File: src/rtl/pipe_hazard_ctrl.sv
// Pipeline scoreboard/control: RAW detection, forwarding selects, stall, branch flush, memory freeze.
// Combinational outputs from registered stage tags; i_mem_stall freezes all state.
module pipe_hazard_ctrl #(
  parameter int STAGES     = 4,
  parameter int NREGS      = 8,
  parameter int ALU_READY  = 1,
  parameter int LOAD_READY = 2,
  parameter int BR_STAGE   = 1,
  parameter int FWD_EN     = 1
) (
  input  logic                         clk,
  input  logic                         reset,
  input  logic                         i_fetch_valid,
  input  logic [$clog2(NREGS)-1:0]     i_dec_rs1,
  input  logic                         i_dec_rs1_used,
  input  logic [$clog2(NREGS)-1:0]     i_dec_rs2,
  input  logic                         i_dec_rs2_used,
  input  logic [$clog2(NREGS)-1:0]     i_dec_ws,
  input  logic                         i_dec_we,
  input  logic                         i_dec_late,
  input  logic                         i_br_taken,
  input  logic                         i_mem_stall,
  output logic                         o_dec_valid,
  output logic                         o_stall,
  output logic                         o_flush,
  output logic                         o_pc_enable,
  output logic [STAGES-1:0]            o_stage_valid,
  output logic [$clog2(STAGES+1)-1:0]  o_fwd_sel1,
  output logic [$clog2(STAGES+1)-1:0]  o_fwd_sel2,
  output logic                         o_wb_we,
  output logic [$clog2(NREGS)-1:0]     o_wb_ws
);
  localparam int RW = $clog2(NREGS);
  localparam int SW = $clog2(STAGES+1);

  logic              dec_valid;
  logic [STAGES:1]   valid;
  logic [STAGES:1]   we;
  logic [STAGES:1]   late;
  logic [RW-1:0]     ws [1:STAGES];

  logic [SW-1:0]     m1, m2;
  logic              f1, f2, r1, r2;
  logic              hazard, br;

  // Scan oldest to youngest so the lowest matching stage is left in m*/r*.
  always_comb begin
    m1 = '0;
    m2 = '0;
    f1 = 1'b0;
    f2 = 1'b0;
    r1 = 1'b0;
    r2 = 1'b0;
    for (int k = STAGES; k >= 1; k--) begin
      if (i_dec_rs1_used && valid[k] && we[k] && (ws[k] == i_dec_rs1)) begin
        m1 = SW'(k);
        f1 = 1'b1;
        r1 = (k >= (late[k] ? LOAD_READY : ALU_READY));
      end
      if (i_dec_rs2_used && valid[k] && we[k] && (ws[k] == i_dec_rs2)) begin
        m2 = SW'(k);
        f2 = 1'b1;
        r2 = (k >= (late[k] ? LOAD_READY : ALU_READY));
      end
    end
  end

  assign hazard = dec_valid & ((f1 & ~r1) | (f2 & ~r2) | ((FWD_EN == 0) & (f1 | f2)));
  assign br     = ~reset & i_br_taken & valid[BR_STAGE] & ~i_mem_stall;

  assign o_dec_valid   = dec_valid;
  assign o_stage_valid = valid;
  assign o_flush       = br;
  assign o_stall       = ~reset & hazard & ~br & ~i_mem_stall;
  assign o_pc_enable   = ~reset & ~i_mem_stall & (br | ~hazard);
  assign o_fwd_sel1    = (!reset && FWD_EN != 0 && dec_valid && f1 && r1) ? m1 : '0;
  assign o_fwd_sel2    = (!reset && FWD_EN != 0 && dec_valid && f2 && r2) ? m2 : '0;
  assign o_wb_we       = ~reset & valid[STAGES] & we[STAGES] & ~i_mem_stall;
  assign o_wb_ws       = ws[STAGES];

  always_ff @(posedge clk) begin
    if (reset) begin
      dec_valid <= 1'b0;
      valid     <= '0;
    end else if (!i_mem_stall) begin
      for (int k = STAGES; k >= 2; k--)
        valid[k] <= valid[k-1] & ~(br & (k <= BR_STAGE));
      valid[1] <= dec_valid & ~hazard & ~br;
      if (br)
        dec_valid <= 1'b0;
      else if (!hazard)
        dec_valid <= i_fetch_valid;
    end
  end

  // Tags need no reset: every consumer is qualified by the matching valid bit.
  always_ff @(posedge clk) begin
    if (!i_mem_stall) begin
      for (int k = STAGES; k >= 2; k--) begin
        ws[k]   <= ws[k-1];
        we[k]   <= we[k-1];
        late[k] <= late[k-1];
      end
      ws[1]   <= i_dec_ws;
      we[1]   <= i_dec_we;
      late[1] <= i_dec_late;
    end
  end
endmodule
File: config.mk
export PLATFORM = sky130hd
export DESIGN_NAME = pipe_hazard_ctrl
export DESIGN_NICKNAME = d
export VERILOG_FILES = /design/src/rtl/pipe_hazard_ctrl.sv
export SDC_FILE = /design/constraint.sdc
export NUM_CORES = 1
export LEC_CHECK = 0
export CAP_MARGIN = 20
export CORE_ASPECT_RATIO = 0.7
export CORE_MARGIN = 2
export CORE_UTILIZATION = 25
export DETAILED_ROUTE_END_ITERATION = 8
export GPL_TIMING_DRIVEN = 0
export SETUP_SLACK_MARGIN = 0.02
export SYNTH_ARGS = -nofsm -noshare
export SYNTH_HDL_FRONTEND = slang
export SYNTH_SLANG_ARGS = --single-unit
File: constraint.sdc
create_clock -name clk -period 2.4 [get_ports clk]
set_clock_uncertainty 0.1 [all_clocks]
set_input_delay 0.36 -clock clk [delete_from_list [all_inputs] [get_ports clk]]
set_output_delay 0.36 -clock clk [all_outputs]
set_load 0.05 [all_outputs]
* Word-level counts from Yosys, hierarchy flattened *
Memories as Yosys holds them, arrays and structs flattened.
Index checks and enable logic that the tools add are counted.

operators by class
  reduce and logical (&&, ||, !) cells = 31
  eq/ne operators = 9
  multiplexer cells = 33
  bitwise operators = 24
  order comparisons = 4

operators by type and width
  operator            number
  $mux 3              10
  $logic_and 1x1->1   29
  $eq 3x3->1          8
  $mux 1              19
  $and 1x1->1         16
  $mux 2              4
  $not 1->1           6
  $ge 2x2->1 const A  2
  $ge 3x2->1 const A  1
  $ge 1x2->1 const A  1
  $ne 2x1->1 const B  1
  $or 1x1->1          2
  $reduce_and 2->1    1
  $logic_not 1->1     1

storage, ports and cells
  input port bits = 18
  flip-flop bits (word level) = 13
  memories kept = 1
  output and inout bits = 18
  bits in writable memories = 12

memories
  memory  words  width  rd ports  clocked after memory_dff  write ports  RTL line  source
  ws      4      3      4         0                         4            40        logic [RW-1:0] ws [1:STAGES];

* Depth between registers and ports, before layout *
  word-level depth = 14
  gate-level depth with buffers = 4

* Least setup slack after synthesis *
OpenSTA, ideal clock, no wires.

  path kind = register to output
  from = reg valid (netlist bit o_stage_valid[0])
  to = out o_stall
  stages on the path, launching flop included = 4
  required time = 1.940 ns
  setup slack = -0.545 ns
  arrival = 2.485 ns
  path through = dfxtp_1 nand2_1 nor3_1 and4bb_1

on the way
  elaborated cells on any way between the ends = 22
  those cells by class = 4 x mux; 12 x bitwise; 6 x reduce/logical

RTL lines
  element                           RTL line  source
  start: declaration                37        logic [STAGES:1] valid;
  start signal: indexed assignment  87        valid[k] <= valid[k-1] & ~(br & (k <= BR_STAGE));
  $and 1x1->1 (2 in series)         69        assign br = ~reset & i_br_taken & valid[BR_STAGE] & ~i_mem_stall;
  named net o_flush                 25        output logic o_flush,
  $not 1->1                         74        assign o_stall = ~reset & hazard & ~br & ~i_mem_stall;
  $and 1x1->1 (2 in series)         74
  end: declaration                  24        output logic o_stall,

The timed path passes the listed nets, and every way through them passes these cells.

* Worst setup path after layout *
  from = in i_dec_rs2[1]
  to = out o_stall

on the way
  word-level cells in the longest chain between the ends = 13
  elaborated cells on any way between the ends = 23
  those cells by class = 4 x eq/ne; 8 x mux; 7 x bitwise; 4 x reduce/logical

ends and longest elaborated chain
  element                        RTL line  source
  start: declaration             16        input logic [$clog2(NREGS)-1:0] i_dec_rs2,
  $eq 3x3->1                     60        if (i_dec_rs2_used && valid[k] && we[k] && (ws[k] == i_dec_rs2)) begin
  $logic_and 1x1->1              60
  $mux 1 (4 in series)           60
  $not 1->1                      68        assign hazard = dec_valid & ((f1 & ~r1) | (f2 & ~r2) | ((FWD_EN == 0) & (f1 | f2)));
  $and 1x1->1 (*)                68
  $or 1x1->1 (*)                 68
  $and 1x1->1 (*)                68
  $and 1x1->1 (*) (3 in series)  74

Mark *: on every way between the ends. The rest lies on a longest branch, timed or not.

==> impl_metrics.env <==
export IMPL_ys_ff_latch=22
export IMPL_syn_nets=120
export IMPL_power_density_mw_per_mm2=486.5
export IMPL_h_tree_depth=1
export IMPL_cpLargestDelayFamily="simple AND/OR/NAND/NOR gates"
export IMPL_dp_hpwl_um=2306
export IMPL_drc_errors=0
export IMPL_wl_um=3087
export IMPL_fin_crit_sh_pct=102.0
export IMPL_setup_viol=4
export IMPL_core_area_mm2=0.004429
export IMPL_grt_overflow_total=0
export IMPL_postSynthCellCount=102
export IMPL_synth_top_area_share_pct=43.27
export IMPL_path_class="input port to primary output"
export IMPL_final_util_pct=39.80
export IMPL_clk_pin_slew_worst_paths_ns=0.08
export IMPL_synth_compound_area_share_pct=5.832
export IMPL_maxSlewHeadroom_pct=52.42
export IMPL_dpl_worst_slack_ns=-0.9506
export IMPL_reg2reg_from="ws[0][4]$_DFFE_PN_"
export IMPL_antenna_cells=0
export IMPL_synth_area_mux_share_pct=2.545
export IMPL_yosys_top_cells_area="edfxtp_1 43%, xor2_1 18%, dfxtp_1 8.5%"
export IMPL_grtUsageTotal_pct=11.99
export IMPL_layout_drive_gt1_share_pct=25.00
export IMPL_hold_path_class="flop to flop"
export IMPL_grt_max_degree=19
export IMPL_port_buffers=34
export IMPL_num_fill_cells=428
export IMPL_antenna_found_initial=0
export IMPL_synthSimpleGateAreaFrac_pct=19.19
export IMPL_drv_slew=0
export IMPL_initial_core_util_pct=26.64
export IMPL_yosys_warnings=0
export IMPL_cap_violations=0
export IMPL_finalCriticalPeriod_ns=2.449
export IMPL_cts_hold_buf=0
export IMPL_dr_pass1_iters=4
export IMPL_nNetsFinal=163
export IMPL_rsz0062_at_grt="true"
export IMPL_io_pins=36
export IMPL_p_leak_nw=0.6610
export IMPL_setup_tns_ns=-0.1137
export IMPL_crit_arrival_ns=1.99
export IMPL_placementRows=20
export IMPL_min_from="we[1]$_DFFE_PN_"
export IMPL_fin_ws_ns=-0.04903
export IMPL_fp_dieW_um=86.11
export IMPL_synth_xor_area_share_pct=17.82
export IMPL_crit_required_ns=1.94
export IMPL_clk_latency_ns=0.26
export IMPL_crit_chain="dlygate4sd2_1, xor2_1, or4_4, a21boi_2, and4bb_1, buf_6"
export IMPL_cpMaxStageDelayCell="or4_4"
export IMPL_path_max_fanout=4
export IMPL_placedCellCount=191
export IMPL_die_area_mm2=0.005294
export IMPL_status="complete, but fails checks"
export IMPL_cts_made_buffers=3
export IMPL_dieHeight_um=61.48
export IMPL_endpoint_kind="primary output"
export IMPL_hold_violations=0
export IMPL_ir_drop_mv=0.3281
export IMPL_grt_pass1_vias=931
export IMPL_avgSynthCellArea_um2=11.57
export IMPL_instances_no_fill=199
export IMPL_vias=945
export IMPL_crit_path_start="i_dec_rs2[1]"
export IMPL_crit_buf_inv=2
export IMPL_cts_max_path_buffers=2
export IMPL_synth_top_family_by_area="simple AND/OR/NAND/NOR gates"
export IMPL_drtIter0Drc=29
export IMPL_netlist_area_mm2=0.001180
export IMPL_place_gp_congestion=0.7785
export IMPL_max_freq_mhz=408.3
export IMPL_via_per_inst=4.749
export IMPL_multi_input_area_um2=638.1
export IMPL_grt_pass1_wl_um=4767
export IMPL_violations="negative setup slack"
export IMPL_ant_nets=0
export IMPL_ys_types=26
export IMPL_seq_area_frac_synth_pct=51.75
export IMPL_root_buffer="clkbuf_8"
export IMPL_critPathMaxStageDelay_ns=0.56
export IMPL_crit_path_start_kind="input port"
export IMPL_cts_sinks=22
export IMPL_whs_ns=0.3938
export IMPL_seqCellArea_um2=610.6
export IMPL_wire_per_inst_um=15.51
export IMPL_cts_tree="yes"
export IMPL_syn2layout_area_growth_pct=49.42
export IMPL_synth_area_leader_cell="edfxtp_1"
export IMPL_worst_pin_slew_ns=0.7129
export IMPL_synth_fa_ha_area_share_pct=0
[flip-flops by register name, indices dropped and copies added, names as in the netlist]
| name | cells |
|---|---|
| o_stage_valid | 4 |
| late | 1 |
| we | 4 |
| o_dec_valid | 1 |
| ws | 12 |
[final timing paths]
path                                                       to  slack (ns)  cells past startpoint
worst max-delay path                                  o_stall       -0.05                      6
worst min-delay path                          we[2]$_DFFE_PN_        0.39                      0
worst min register to register                we[2]$_DFFE_PN_        0.39                      0
worst max register to register  o_stage_valid[0]$_SDFFE_PP0N_        0.77                      4
[through the flow]
step	power (W)	area (um^2)
after floorplan	0.0005311	1211
after global placement	0.0005898	1620
after detailed placement	0.0005951	1620
after CTS	0.0008571	1707
after global routing	0.0008935	1763
final	0.0008576	1763
[layout make-up]
cell class                 instances  share of cell area [%]
buffer                             5                   1.774
clock buffer                       4                   3.123
inverter                           1                  0.2129
multi-input combinational         74                   36.20
sequential                        22                   34.63
tap                               55                   3.903
timing repair buffer              38                   20.16
[power breakdown]
part           leakage [nW]  switching [W]  total, W  internal, W
combinational         0.425      0.0000772  0.000134    0.0000570
sequential            0.207      0.0000218  0.000458     0.000436
clock                0.0288       0.000119  0.000266     0.000146
total                 0.661       0.000218  0.000858     0.000639
[cell usage after synthesis]
cell type and instances:
xor2_1 24, edfxtp_1 17, nand2_1 7, nor2_1 7, nand3_1 6, dfxtp_1 5
nor4_1 4, buf_4 3, mux2i_1 3, nor2b_1 3, a311oi_1 2, clkbuf_1 2
nand4b_1 2, nor3_1 2, o32ai_1 2, or4_1 2, or4_4 2, a21boi_2 1
a31oi_1 1, and2_1 1, and4b_1 1, and4bb_1 1, inv_1 1, nand2b_1 1
o21a_1 1, o2bb2ai_1 1
[layer usage]
| layer | track usage (%) | part of all wire [%] | up-vias | routed length [um] |
|---|---|---|---|---|
| met5 | 0 | 0 | - | 0 |
| met4 | 2.041 | 0.39 | 0 | 12 |
| met3 | 3.351 | 3.1 | 2 | 96 |
| met2 | 21.15 | 50 | 16 | 1536 |
| met1 | 15.18 | 47 | 468 | 1442 |
| li1 | - | - | 459 | - |
[what timing repair did]
action / CTS / global route
setup buffers: 2 / 2
pin swaps: 7 / 4
endpoints found under the setup margin: 10 / 9
resized for setup: 67 / 10
[cells in the final DEF (no fill, tap or decap), drive strengths merged]
cell / count
xor2: 24
edfxtp: 17
clkdlybuf4s50: 16
buf: 15
dlygate4sd2: 10
nand2: 7
nor2: 7
nand3: 6
clkbuf: 6
dfxtp: 5
or4: 4
nor4: 4
mux2i: 3
nor2b: 3
nand4b: 2
o32ai: 2
nor3: 2
a311oi: 2
nand2b: 1
inv: 1
a21boi: 1
and4bb: 1
o21a: 1
and4b: 1
and2: 1
a31oi: 1
o2bb2ai: 1
[logic make-up after synthesis]
kind of cell | after synthesis
xor+xnor | 24
simple gates | 39
mux | 3
buf+inv | 6
flops | 22
compound gates | 8
(Power assumes the default switching activity.)
